[src/rtl/score_pkg.sv]
// Shared types and constants for the score/serve controller.
// Holds the game state encoding, counter widths, digit glyph bitmaps and
// the fixed on-screen positions of both score digits.
package score_pkg;

  localparam int MAX_SCORE    = 5;
  localparam int SERVE_FRAMES = 60;

  // Counter wide enough for the largest legal winning score (9).
  localparam int M_SCORE_W = 4;
  localparam int SERVE_W   = 8;

  // Digit bitmap geometry: SCORE_H rows of SCORE_W pixels, row 0 in the MSBs.
  localparam int SCORE_H = 5;
  localparam int SCORE_W = 3;

  localparam logic [9:0] P_SCORE_X = 10'd200;
  localparam logic [9:0] P_SCORE_Y = 10'd16;
  localparam logic [9:0] E_SCORE_X = 10'd424;
  localparam logic [9:0] E_SCORE_Y = 10'd16;

  typedef enum logic [1:0] {
    ST_WAIT_START = 2'd0,
    ST_SERVE      = 2'd1,
    ST_PLAY       = 2'd2
  } game_state_e;

  typedef logic [SCORE_H*SCORE_W-1:0] glyph_t;

  typedef struct packed {
    glyph_t     score_val;
    logic [9:0] x_pos;
    logic [9:0] y_pos;
  } score_t;

  localparam glyph_t score0 = 15'b111_101_101_101_111;
  localparam glyph_t score1 = 15'b010_110_010_010_111;
  localparam glyph_t score2 = 15'b111_001_111_100_111;
  localparam glyph_t score3 = 15'b111_001_111_001_111;
  localparam glyph_t score4 = 15'b101_101_111_001_001;
  localparam glyph_t score5 = 15'b111_100_111_001_111;
  localparam glyph_t score6 = 15'b111_100_111_101_111;
  localparam glyph_t score7 = 15'b111_001_001_001_001;
  localparam glyph_t score8 = 15'b111_101_111_101_111;
  localparam glyph_t score9 = 15'b111_101_111_001_111;

endpackage

[src/rtl/score_glyph_rom.sv]
// Combinational digit-to-bitmap lookup for the score renderer.
// Ports: digit (counter value in), bitmap (SCORE_H x SCORE_W glyph out).
// Values above 9 fall back to the zero glyph.
module score_glyph_rom
  import score_pkg::*;
(
  input  logic [M_SCORE_W-1:0] digit,
  output glyph_t               bitmap
);

  always_comb begin
    bitmap = score0;
    case (digit)
      M_SCORE_W'(0): bitmap = score0;
      M_SCORE_W'(1): bitmap = score1;
      M_SCORE_W'(2): bitmap = score2;
      M_SCORE_W'(3): bitmap = score3;
      M_SCORE_W'(4): bitmap = score4;
      M_SCORE_W'(5): bitmap = score5;
      M_SCORE_W'(6): bitmap = score6;
      M_SCORE_W'(7): bitmap = score7;
      M_SCORE_W'(8): bitmap = score8;
      M_SCORE_W'(9): bitmap = score9;
      default:       bitmap = score0;
    endcase
  end

endmodule

[src/rtl/score_ctrl.sv]
// Match controller: start/serve/play sequencing, goal scoring, win detection.
// Ports: clk_i/rst_ni, frame_end_i, start_i, p_goal_i/e_goal_i in;
//   state_o, ball_en_o, game_over_o, winner_o, p_score_o/e_score_o glyphs out.
module score_ctrl
  import score_pkg::*;
#(
  parameter int MAX_SCORE    = score_pkg::MAX_SCORE,
  parameter int SERVE_FRAMES = score_pkg::SERVE_FRAMES
) (
  input  logic        clk_i,
  input  logic        rst_ni,
  input  logic        frame_end_i,
  input  logic        start_i,
  input  logic        p_goal_i,
  input  logic        e_goal_i,
  output logic [1:0]  state_o,
  output logic        ball_en_o,
  output logic        game_over_o,
  output logic        winner_o,
  output score_t      p_score_o,
  output score_t      e_score_o
);

  localparam logic [M_SCORE_W-1:0] MAX_CNT    = M_SCORE_W'(MAX_SCORE);
  localparam logic [SERVE_W-1:0]   SERVE_LOAD = SERVE_W'(SERVE_FRAMES);

  game_state_e          state_q, state_d;
  logic [M_SCORE_W-1:0] p_cnt_q, p_cnt_d;
  logic [M_SCORE_W-1:0] e_cnt_q, e_cnt_d;
  logic [SERVE_W-1:0]   serve_cnt_q, serve_cnt_d;
  logic                 game_over_q, game_over_d;
  logic                 winner_q, winner_d;

  // Holds "start_i was low last cycle". Clearing it in reset means a button
  // held through reset release cannot masquerade as a fresh press.
  logic                 start_low_q;
  logic                 start_rise;

  logic [M_SCORE_W-1:0] p_inc, e_inc;
  glyph_t               p_glyph, e_glyph;

  assign start_rise = start_i & start_low_q;
  assign p_inc      = p_cnt_q + M_SCORE_W'(1);
  assign e_inc      = e_cnt_q + M_SCORE_W'(1);

  always_comb begin
    state_d     = state_q;
    p_cnt_d     = p_cnt_q;
    e_cnt_d     = e_cnt_q;
    serve_cnt_d = serve_cnt_q;
    game_over_d = game_over_q;
    winner_d    = winner_q;

    case (state_q)
      ST_WAIT_START: begin
        if (start_rise) begin
          p_cnt_d     = '0;
          e_cnt_d     = '0;
          game_over_d = 1'b0;
          serve_cnt_d = SERVE_LOAD;
          state_d     = ST_SERVE;
        end
      end

      ST_SERVE: begin
        if (frame_end_i) begin
          // A zero count can only appear after a reset glitch; leave serve
          // rather than wrapping the counter.
          if (serve_cnt_q <= SERVE_W'(1)) begin
            serve_cnt_d = '0;
            state_d     = ST_PLAY;
          end else begin
            serve_cnt_d = serve_cnt_q - SERVE_W'(1);
          end
        end
      end

      ST_PLAY: begin
        if (p_goal_i && e_goal_i) begin
          // Simultaneous goals cancel: just re-serve.
          serve_cnt_d = SERVE_LOAD;
          state_d     = ST_SERVE;
        end else if (p_goal_i) begin
          if (p_cnt_q < MAX_CNT) p_cnt_d = p_inc;
          if (p_inc >= MAX_CNT) begin
            game_over_d = 1'b1;
            winner_d    = 1'b1;
            state_d     = ST_WAIT_START;
          end else begin
            serve_cnt_d = SERVE_LOAD;
            state_d     = ST_SERVE;
          end
        end else if (e_goal_i) begin
          if (e_cnt_q < MAX_CNT) e_cnt_d = e_inc;
          if (e_inc >= MAX_CNT) begin
            game_over_d = 1'b1;
            winner_d    = 1'b0;
            state_d     = ST_WAIT_START;
          end else begin
            serve_cnt_d = SERVE_LOAD;
            state_d     = ST_SERVE;
          end
        end
      end

      default: state_d = ST_WAIT_START;
    endcase
  end

  always_ff @(posedge clk_i or negedge rst_ni) begin
    if (!rst_ni) begin
      state_q     <= ST_WAIT_START;
      p_cnt_q     <= '0;
      e_cnt_q     <= '0;
      serve_cnt_q <= '0;
      game_over_q <= 1'b0;
      winner_q    <= 1'b0;
      start_low_q <= 1'b0;
    end else begin
      state_q     <= state_d;
      p_cnt_q     <= p_cnt_d;
      e_cnt_q     <= e_cnt_d;
      serve_cnt_q <= serve_cnt_d;
      game_over_q <= game_over_d;
      winner_q    <= winner_d;
      start_low_q <= ~start_i;
    end
  end

  score_glyph_rom u_p_glyph (
    .digit  (p_cnt_q),
    .bitmap (p_glyph)
  );

  score_glyph_rom u_e_glyph (
    .digit  (e_cnt_q),
    .bitmap (e_glyph)
  );

  // Glyphs trail the counters by one cycle so the renderer sees a clean
  // registered bus.
  always_ff @(posedge clk_i or negedge rst_ni) begin
    if (!rst_ni) begin
      p_score_o <= '{score_val: score0, x_pos: P_SCORE_X, y_pos: P_SCORE_Y};
      e_score_o <= '{score_val: score0, x_pos: E_SCORE_X, y_pos: E_SCORE_Y};
    end else begin
      p_score_o <= '{score_val: p_glyph, x_pos: P_SCORE_X, y_pos: P_SCORE_Y};
      e_score_o <= '{score_val: e_glyph, x_pos: E_SCORE_X, y_pos: E_SCORE_Y};
    end
  end

  assign state_o     = state_q;
  assign ball_en_o   = (state_q == ST_PLAY);
  assign game_over_o = game_over_q;
  assign winner_o    = winner_q;

endmodule

[config.mk]
export PLATFORM = sky130hd
export DESIGN_NAME = score_ctrl
export DESIGN_NICKNAME = d
export VERILOG_FILES = /design/src/rtl/score_pkg.sv /design/src/rtl/score_glyph_rom.sv /design/src/rtl/score_ctrl.sv
export SDC_FILE = /design/constraint.sdc
export NUM_CORES = 1
export LEC_CHECK = 0
export ABC_AREA = 1
export CAP_MARGIN = 15
export CORE_MARGIN = 2
export CORE_UTILIZATION = 47
export CTS_BUF_LIST = sky130_fd_sc_hd__clkbuf_2 sky130_fd_sc_hd__clkbuf_4 sky130_fd_sc_hd__clkbuf_8
export CTS_CLUSTER_DIAMETER = 120
export CTS_CLUSTER_SIZE = 16
export DETAILED_ROUTE_END_ITERATION = 10
export DONT_BUFFER_PORTS = 1
export MAX_ROUTING_LAYER = met4
export PLACE_DENSITY = 0.61
export SETUP_SLACK_MARGIN = 0.2
export SLEW_MARGIN = 20
export SYNTH_ARGS = -nofsm -noshare
export SYNTH_HDL_FRONTEND = slang
export SYNTH_SLANG_ARGS = --single-unit
[constraint.sdc]
create_clock -name clk_i -period 4.6 [get_ports clk_i]
set_clock_uncertainty 0.2 [all_clocks]
set_input_delay 0.92 -clock clk_i [delete_from_list [all_inputs] [get_ports clk_i]]
set_output_delay 0.92 -clock clk_i [all_outputs]
set_load 0.05 [all_outputs]
==> results.cfg, run 1 <==
[critical_path]
critical_path.endpoint = ball_en_o
worst_setup_sp = state_o[1]
critPathTopFamily = flip-flops
worst-path-max-fanout = 6
max_stage_delay_ps = 730
worstPathRequired_ps = 3480
worstSetupPathDepth = 2
reg2reg_setup_slack_ps = 2410
crit-reg2reg-capture = e_cnt_q[2]
critPathCaptureType = primary output
crit_arrival_ps = 1640
worstReg2RegStart = state_o[0]
worstPathCellList = nand2_4, inv_1
crit_slowest_cell = dfrtp_1
worst-r2r-cell-count = 8
worstSetupPathType = register to primary output
start_kind = register
timing.critical_path.buf_inv = 1

[timing]
finalMaxSlewViolations = 0
setup_viol = 0
final_hold_viol_count = 0
grt_setup_unrepaired = false
setup-tns-final_ps = 0
timing.max_slew.rel_slack_pct = 41.6
period_share_pct = 59.9
holdWs_ps = 110
fmax_mhz = 363
max_slew.worst_pin.slew_ps = 877
min_period_ps = 2760

[global_route]
grt_antenna_before_repair = 0
grt_busiest_layer = met2
grt_util_met2_pct = 25.4
global_route.usage.met1_pct = 20.4
grt_max_degree = 42
via_count_of_the_first_global_routing_pass = 1754
gr-total-overflow = 0
globalRouteTotalUtil_pct = 16.0
first_pass_grt_wire_length_mm = 7.76
grt_util_met3_pct = 2.95

[clock_tree]
postCtsSetupRepairBufs = 0
cts_made_buffers = 5
worstSkewPairLatency_ps = 290
cts.path.max_buffers = 2
clkSinkCount = 41
cts.repair.resized = 0
htree_num_levels = 2
holdBufCountCts = 0
tritoncts_clock_tree = done
clock_pin_slew_of_the_registers_on_the_worst_case_setup_and_hold_paths_ps = 80
cts_root_buf = clkbuf_8

[status]
run_status = finished, final reports clean

[floorplan]
dieHeight_um = 79.0
fp.coreArea_um2 = 5470
io_pins = 81
initial_utilization_pct = 48.3
placementRows = 27
die_x_um = 79.0
die_area_um2 = 6240

[synth]
synth.distinct_cells = 27
synthesis.area_per_instance_um2 = 7.92
post_synth_instance_area_um2 = 2650
yosysSeqAreaShare_pct = 39.5
syn-instance-count = 334
synth.ff_latch_count = 41
synth-warning-count = 0

[layout]
num-nets-final = 349
drive_above_1_share_pct = 13.6
most_frequent_cells_in_the_layout = nand2_1 (82), conb_1 (42), nand3_1 (33)
finalInstanceArea_um2 = 2620
final_common_cell = nand2_1
diodes = 0
area_added_between_synthesis_and_finish_pct = -1.14

[routing]
detailedRoute.firstPassIterationCount = 4
viasPerCell = 4.61
wl_per_cell_um = 11.3
vias = 1853
drc = 0
detail_route.iter0.violations = 76
final_wl_mm = 4.53
ant_nets = 0

[pwr]
internal_power_uw = 830
sequentialPowerShare_pct = 50.3
p_leak_nw = 1.36
p_comb_share_pct = 32.2
power_switching_share_pct = 52.6
switchingPower_uw = 921
power-per-cell-area_nw_per_um2 = 670
part_of_the_total_power_dissipated_in_the_clock_network_pct = 17.5
vdd_drop_max_mv = 0.347

[place]
place.port_buffers = 0
hpwl_mm = 3.36
placement.cell_area_um2 = 2490
gp_routability_congestion = 0.897

[hold_path]
hold_path_class = input port to asynchronous set/reset pin

[job]
maxCapViolCount = 0
==> worst min path at each step <==
stage                                 to  cells past startpoint  slack [ps]      startpoint
final                     serve_cnt_q[5]                      0         110          rst_ni
after global routing       p_score_o[27]                      0         100          rst_ni
after floorplan           serve_cnt_q[6]                      2         260  serve_cnt_q[6]
after global placement    serve_cnt_q[7]                      2         290  serve_cnt_q[7]
after CTS                 serve_cnt_q[7]                      0         110          rst_ni
after detailed placement  serve_cnt_q[1]                      2         290  serve_cnt_q[1]
==> routing by layer <==
metal  part of all wire [%]  up-vias
met3                    5.3        6
met1                     47      839
li1                       -      955
met5                      0        -
met2                     46       53
met4                    1.4        0
==> synthesized netlist by cell type <==
| library cell | count | share of area [%] |
|---|---|---|
| a21boi_0 | 1 | 0.28 |
| and2_1 | 1 | 0.24 |
| or2_2 | 5 | 1.2 |
| nor2_4 | 2 | 0.85 |
| o22ai_1 | 3 | 0.71 |
| conb_1 | 2 | 0.28 |
| nand2_4 | 1 | 0.43 |
| nand4_1 | 4 | 0.95 |
| nand3b_2 | 1 | 0.43 |
| nand3_1 | 33 | 6.2 |
| a21oi_1 | 5 | 0.95 |
| inv_1 | 31 | 4.4 |
| nand2_2 | 1 | 0.24 |
| buf_4 | 52 | 15 |
| nor2_1 | 23 | 3.3 |
| nor2_2 | 2 | 0.47 |
| ha_1 | 14 | 6.6 |
| a21oi_4 | 1 | 0.62 |
| dfstp_2 | 16 | 16 |
| nand2_1 | 82 | 12 |
| o21ai_1 | 4 | 0.76 |
| o211ai_1 | 2 | 0.57 |
| xor2_1 | 1 | 0.33 |
| inv_2 | 6 | 0.85 |
| o21ai_0 | 14 | 2.6 |
| nand3_2 | 2 | 0.76 |
| dfrtp_1 | 25 | 24 |
==> stage by stage <==
step                utilization [%]  cells  power (mW)  setup slack (ps)
global route                   47.8    402        1.88              1790
CTS                            47.8    402        1.76              1840
detailed placement             45.6    394        1.46              2160
floorplan                         -    374        1.40              2260
finish                         47.8    402        1.75              1840
global placement               45.6    394        1.45              2170
==> final cells by class <==
| type | instances | area, um2 |
|---|---|---|
| clock buffers | 6 | 82.6 |
| clock inverters | 2 | 37.5 |
| fillers | 556 | 2860 |
| inverters | 37 | 139 |
| multi-input cells | 244 | 1220 |
| flip-flops and latches | 41 | 1050 |
| well taps | 72 | 90.1 |
==> power groups by stage <==
stage,logic (mW),clock network [mW],registers [mW]
CTS,0.568,0.314,0.882
floorplan,0.613,0,0.788
global route,0.652,0.326,0.898
finish,0.565,0.306,0.880
global placement,0.562,0,0.886
detailed placement,0.567,0,0.888
==> registers in the layout (all words and copies together), names as in the netlist <==
register,cells
state_o,2
p_score_o,10
e_score_o,10
serve_cnt_q,8
start_low_q,1
p_cnt_q,4
e_cnt_q,4
winner_o,1
game_over_o,1
==> cell families after synthesis <==
logic type	after synthesis	synth area share [%]
AND/OR/NAND/NOR	157	26.7
buffers and inverters	89	20.0
flip-flops	41	39.5
AO/OA/AOI/OAI	30	6.53
adder cells (fa/ha/maj)	14	6.62
other	2	0.284
XOR/XNOR	1	0.331
Note: power is estimated with default switching activity, not from simulation.
==> run 2: changes to the inputs <==
Settings changed: PLACE_DENSITY 0.61 to 0.63.
Clock period 4.6 ns to 2.5 ns, I/O delays scaled along.
==> run 2 against run 1 <==
  * Final area rose by 2.6%
  * Combinational power up 120%
  * Utilization grew 1.2 points
  * Routed wire length is 0.15% lower
==> results.cfg, run 2 (synthesized netlist as in run 1, its figures left out) <==
[critical_path]
worstReg2RegStart = p_cnt_q[1]
crit_arrival_ps = 1310
crit-reg2reg-capture = serve_cnt_q[6]
worstPathRequired_ps = 1800
reg2reg_setup_slack_ps = 530
critPathCaptureType = primary output
start_kind = register
worst-path-max-fanout = 3
worstSetupPathType = register to primary output
worst-r2r-cell-count = 10

[timing]
holdWs_ps = 61.3
period_share_pct = 80.6
final_hold_viol_count = 0
finalMaxSlewViolations = 0
grt_setup_unrepaired = false
timing.max_slew.rel_slack_pct = 51.2
max_slew.worst_pin.slew_ps = 734
crit_path_setup_slack_layout_ps = 485
setup_viol = 0
setup-tns-final_ps = 0
fmax_mhz = 496
min_period_ps = 2010

[layout]
final_cell_count_no_fill = 409
diodes = 0
top_regs = e_score_o (10), p_score_o (10), serve_cnt_q (8)
area_added_between_synthesis_and_finish_pct = 1.42
drive_above_1_share_pct = 15.1
final_common_cell = nand2_1
finalInstanceArea_um2 = 2680
num-nets-final = 356
most_frequent_cells_in_the_layout = nand2_1 (82), conb_1 (42), nand3_1 (33)
fin_util_pct = 49.0

[floorplan]
dieHeight_um = 79.0
io_pins = 81
initial_utilization_pct = 48.3
die_area_um2 = 6240
die_x_um = 79.0
fp.coreArea_um2 = 5470
placementRows = 27

[clock_tree]
cts_root_buf = clkbuf_8
postCtsSetupRepairBufs = 0
worstSkewPairLatency_ps = 290
tritoncts_clock_tree = done
clkSinkCount = 41
cts_made_buffers = 5
htree_num_levels = 2
clock_pin_slew_of_the_registers_on_the_worst_case_setup_and_hold_paths_ps = 80
cts.path.max_buffers = 2
holdBufCountCts = 2
cts.repair.resized = 0

[hold_path]
min_path_cells = 1
hold_path_class = input port to register
worst_hold_startpoint = start_i
whs_endpoint = start_low_q

[pwr]
power-per-cell-area_nw_per_um2 = 1220
p_leak_nw = 1.40
vdd_drop_max_mv = 0.699
design_power_total_mw = 3.28

[routing]
final_wl_mm = 4.52
vias = 1878
ant_nets = 0
wl_per_cell_um = 11.0
viasPerCell = 4.59
detailedRoute.firstPassIterationCount = 4
detail_route.iter0.violations = 55
drc = 0

[place]
pre_cts_slack_ps = 551
placement.cell_area_um2 = 2530
place.port_buffers = 0
gp_routability_congestion = 0.857
hpwl_mm = 3.50
place_inst = 399

[global_route]
gr-total-overflow = 0
grt_antenna_before_repair = 0
via_count_of_the_first_global_routing_pass = 1723
first_pass_grt_wire_length_mm = 7.80
globalRouteTotalUtil_pct = 16.3
grt_max_degree = 42

[job]
maxCapViolCount = 0

[status]
run_status = finished, final reports clean
==> run 2: worst max-delay path by stage <==
stage,startpoint,end,slack (ps),cells past startpoint
floorplan,state_o[1],e_cnt_q[2],500,7
global placement,p_cnt_q[1],serve_cnt_q[3],570,10
detailed placement,p_cnt_q[0],serve_cnt_q[2],550,10
CTS,e_score_o[32],e_score_o[34],470,0
global route,p_cnt_q[1],serve_cnt_q[2],290,10
finish,e_score_o[32],e_score_o[26],490,0
==> run 2: power breakdown <==
group	switching [mW]	total, mW	internal, mW
registers	0.550	1.46	0.907
clock network	0.226	0.550	0.324
logic	0.920	1.27	0.348
total	1.70	3.28	1.58
==> run 2: layout make-up <==
class                           count  area (um2)
Tap cell                           72        90.1
Fill cell                         533        2790
Inverter                           37         139
Clock inverter                      2        37.5
Clock buffer                        6        82.6
Multi-Input combinational cell    244        1220
Timing Repair Buffer                7        67.6
Sequential cell                    41        1050
==> run 2: metal layers <==
| metal | wire length (um) | vias to the layer above | share of wire, % | GRT usage, % |
|---|---|---|---|---|
| li1 | - | 962 | - | - |
| met3 | 269 | 5 | 6.0 | 4.55 |
| met1 | 2090 | 856 | 46 | 19.7 |
| met5 | 0 | - | 0 | - |
| met4 | 55 | 0 | 1.2 | 5.52 |
| met2 | 2100 | 55 | 46 | 26.4 |
==> run 3: changes to the inputs <==
Clock period 2.5 ns to 1.8 ns, I/O delays scaled along.
==> run 3 against run 2 <==
  * Utilization is 11 points higher
  * Die area stayed put
  * Sequential share of layout area is 6.7 points lower
  * Critical endpoint is now serve_cnt_q[5]
  * Setup slack worse by 430 ps
  * Hold slack better by 48 ps
  * Final area is 23% higher
  * Clock power is 36% higher
  * Cell count is 8.8% higher
  * Clock-buffer cell count stayed put
  * Critical path depth is 8 higher
==> results.cfg, run 3 (synthesized netlist as in run 1, its figures left out) <==
[routing]
final_wl_mm = 5.60
ant_nets = 0
detailedRoute.firstPassIterationCount = 4
vias = 2132
wl_per_cell_um = 12.6
viasPerCell = 4.79
drc = 0
detail_route.iter0.violations = 85

[floorplan]
die_area_um2 = 6240
placementRows = 27
io_pins = 81
dieHeight_um = 79.0
fp.coreArea_um2 = 5470
initial_utilization_pct = 48.3
die_x_um = 79.0

[critical_path]
crit_arrival_ps = 1770
critPathCaptureType = register
timing.critical_path.mode_cell = nand2_1
timing.critical_path.buf_inv = 0
start_kind = register
worstPathRequired_ps = 1830
critPathTopFamily = simple AND/OR/NAND/NOR gates
worstSetupPathType = register to register
worst-path-max-fanout = 8
max_stage_delay_ps = 450
crit_slowest_cell = dfrtp_2
worstPathCellList = ha_2, nand2_1, nand2_1, nand2_2, nand2_4, a21oi_4, nand3_2, nand2_1

[global_route]
grt_max_degree = 42
globalRouteTotalUtil_pct = 18.3
gr-total-overflow = 0
first_pass_grt_wire_length_mm = 8.75
grt_antenna_before_repair = 0
via_count_of_the_first_global_routing_pass = 1987

[timing]
period_share_pct = 96.9
max_slew.worst_pin.slew_ps = 540
finalMaxSlewViolations = 0
fmax_mhz = 573
timing.max_slew.rel_slack_pct = 64.0
final_hold_viol_count = 0
grt_setup_unrepaired = true
setup-tns-final_ps = 0
setup_viol = 0
min_period_ps = 1740

[clock_tree]
clock_pin_slew_of_the_registers_on_the_worst_case_setup_and_hold_paths_ps = 80
cts_root_buf = clkbuf_8
worstSkewPairLatency_ps = 290
clkSinkCount = 41
htree_num_levels = 2
cts_made_buffers = 5
tritoncts_clock_tree = done
cts.path.max_buffers = 2

[status]
run_status = finished, final reports clean

[place]
gp_routability_congestion = 0.923
hpwl_mm = 3.49
placement.cell_area_um2 = 2690
place.port_buffers = 0

[layout]
final_common_cell = nand2_1
drive_above_1_share_pct = 39.4
most_frequent_cells_in_the_layout = nand2_1 (61), conb_1 (42), buf_4 (29)
finalInstanceArea_um2 = 3290
diodes = 0
top_regs = e_score_o (10), p_score_o (10), serve_cnt_q (8)
num-nets-final = 392
area_added_between_synthesis_and_finish_pct = 24.4

[job]
maxCapViolCount = 0

[pwr]
power-per-cell-area_nw_per_um2 = 1620
vdd_drop_max_mv = 0.948
p_leak_nw = 1.61

[hold_path]
hold_path_class = input port to register
==> run 3: cell types whose count changed in the layout (fill, tap and decap cells not counted), moves of 9 or more <==
cell,before,now
buf_4,5,29
inv_1,31,22
nand2_1,82,61
nand2_2,1,19
nand3_1,33,23
==> run 3: final timing paths <==
path,slack (ps),end,depth (start not counted),startpoint
setup / recovery,60,serve_cnt_q[5],8,e_cnt_q[1]
hold / removal,110,state_o[1],3,p_goal_i
setup reg to reg,60,serve_cnt_q[5],8,e_cnt_q[1]
hold reg to reg,320,serve_cnt_q[7],2,serve_cnt_q[7]
max in group asynchronous,820,p_score_o[23],2,rst_ni
min in group asynchronous,330,e_cnt_q[2],2,rst_ni
==> run 3: power breakdown <==
part / switching [mW] / internal (mW) / total, mW
registers: 0.563 / 1.26 / 1.83
clock network: 0.323 / 0.427 / 0.749
logic: 1.79 / 0.966 / 2.76
total: 2.68 / 2.65 / 5.33
==> run 3: stage by stage <==
| step | worst slack [ps] | util (%) | hold slack (ps) | power (mW) | cells |
|---|---|---|---|---|---|
| CTS | 107 | 56.2 | 97.0 | 5.03 | 437 |
| detailed placement | 6.04 | 49.1 | -134 | 3.99 | 409 |
| finish | 55.8 | 60.1 | 109 | 5.33 | 445 |
| global placement | 23.0 | 49.1 | -134 | 3.95 | 409 |
| global route | 13.4 | 60.1 | 126 | 5.66 | 445 |
| floorplan | 4.73 | - | -136 | 3.64 | 374 |
==> run 3: layout make-up <==
cell class | count | area (um2)
clock buffers | 6 | 76.3
clock inverters | 2 | 35.0
fillers | 479 | 2180
inverters | 37 | 148
multi-input cells | 245 | 1480
flip-flops and latches | 41 | 1060
well taps | 72 | 90.1
repair buffers | 42 | 399
==> run 3: what timing repair did <==
action | in CTS | in global routing
hold buffers | 3 | 0
gates resized for setup | 28 | 47
setup buffers | 16 | 8
pin swaps | 20 | 15
endpoints found under the setup margin | 27 | 36
endpoints found under the hold margin | 42 | 0
cloned | 1 | 0
==> run 3: worst reg2reg max path, delay by kind of cell (launching register included) <==
family	cells	cell delay, ps
AND/OR/NAND/NOR	6	530
flip-flops	1	450
AO/OA/AOI/OAI	1	290
adder cells (fa/ha/maj)	1	210
==> run 3: routing by layer <==
layer | GRT usage (%) | vias up | wire length [um]
met2 | 31.1 | 70 | 2900
met4 | 7.59 | 0 | 121
met1 | 20.8 | 1004 | 2270
met3 | 4.20 | 14 | 315
met5 | - | - | 0
li1 | - | 1044 | -
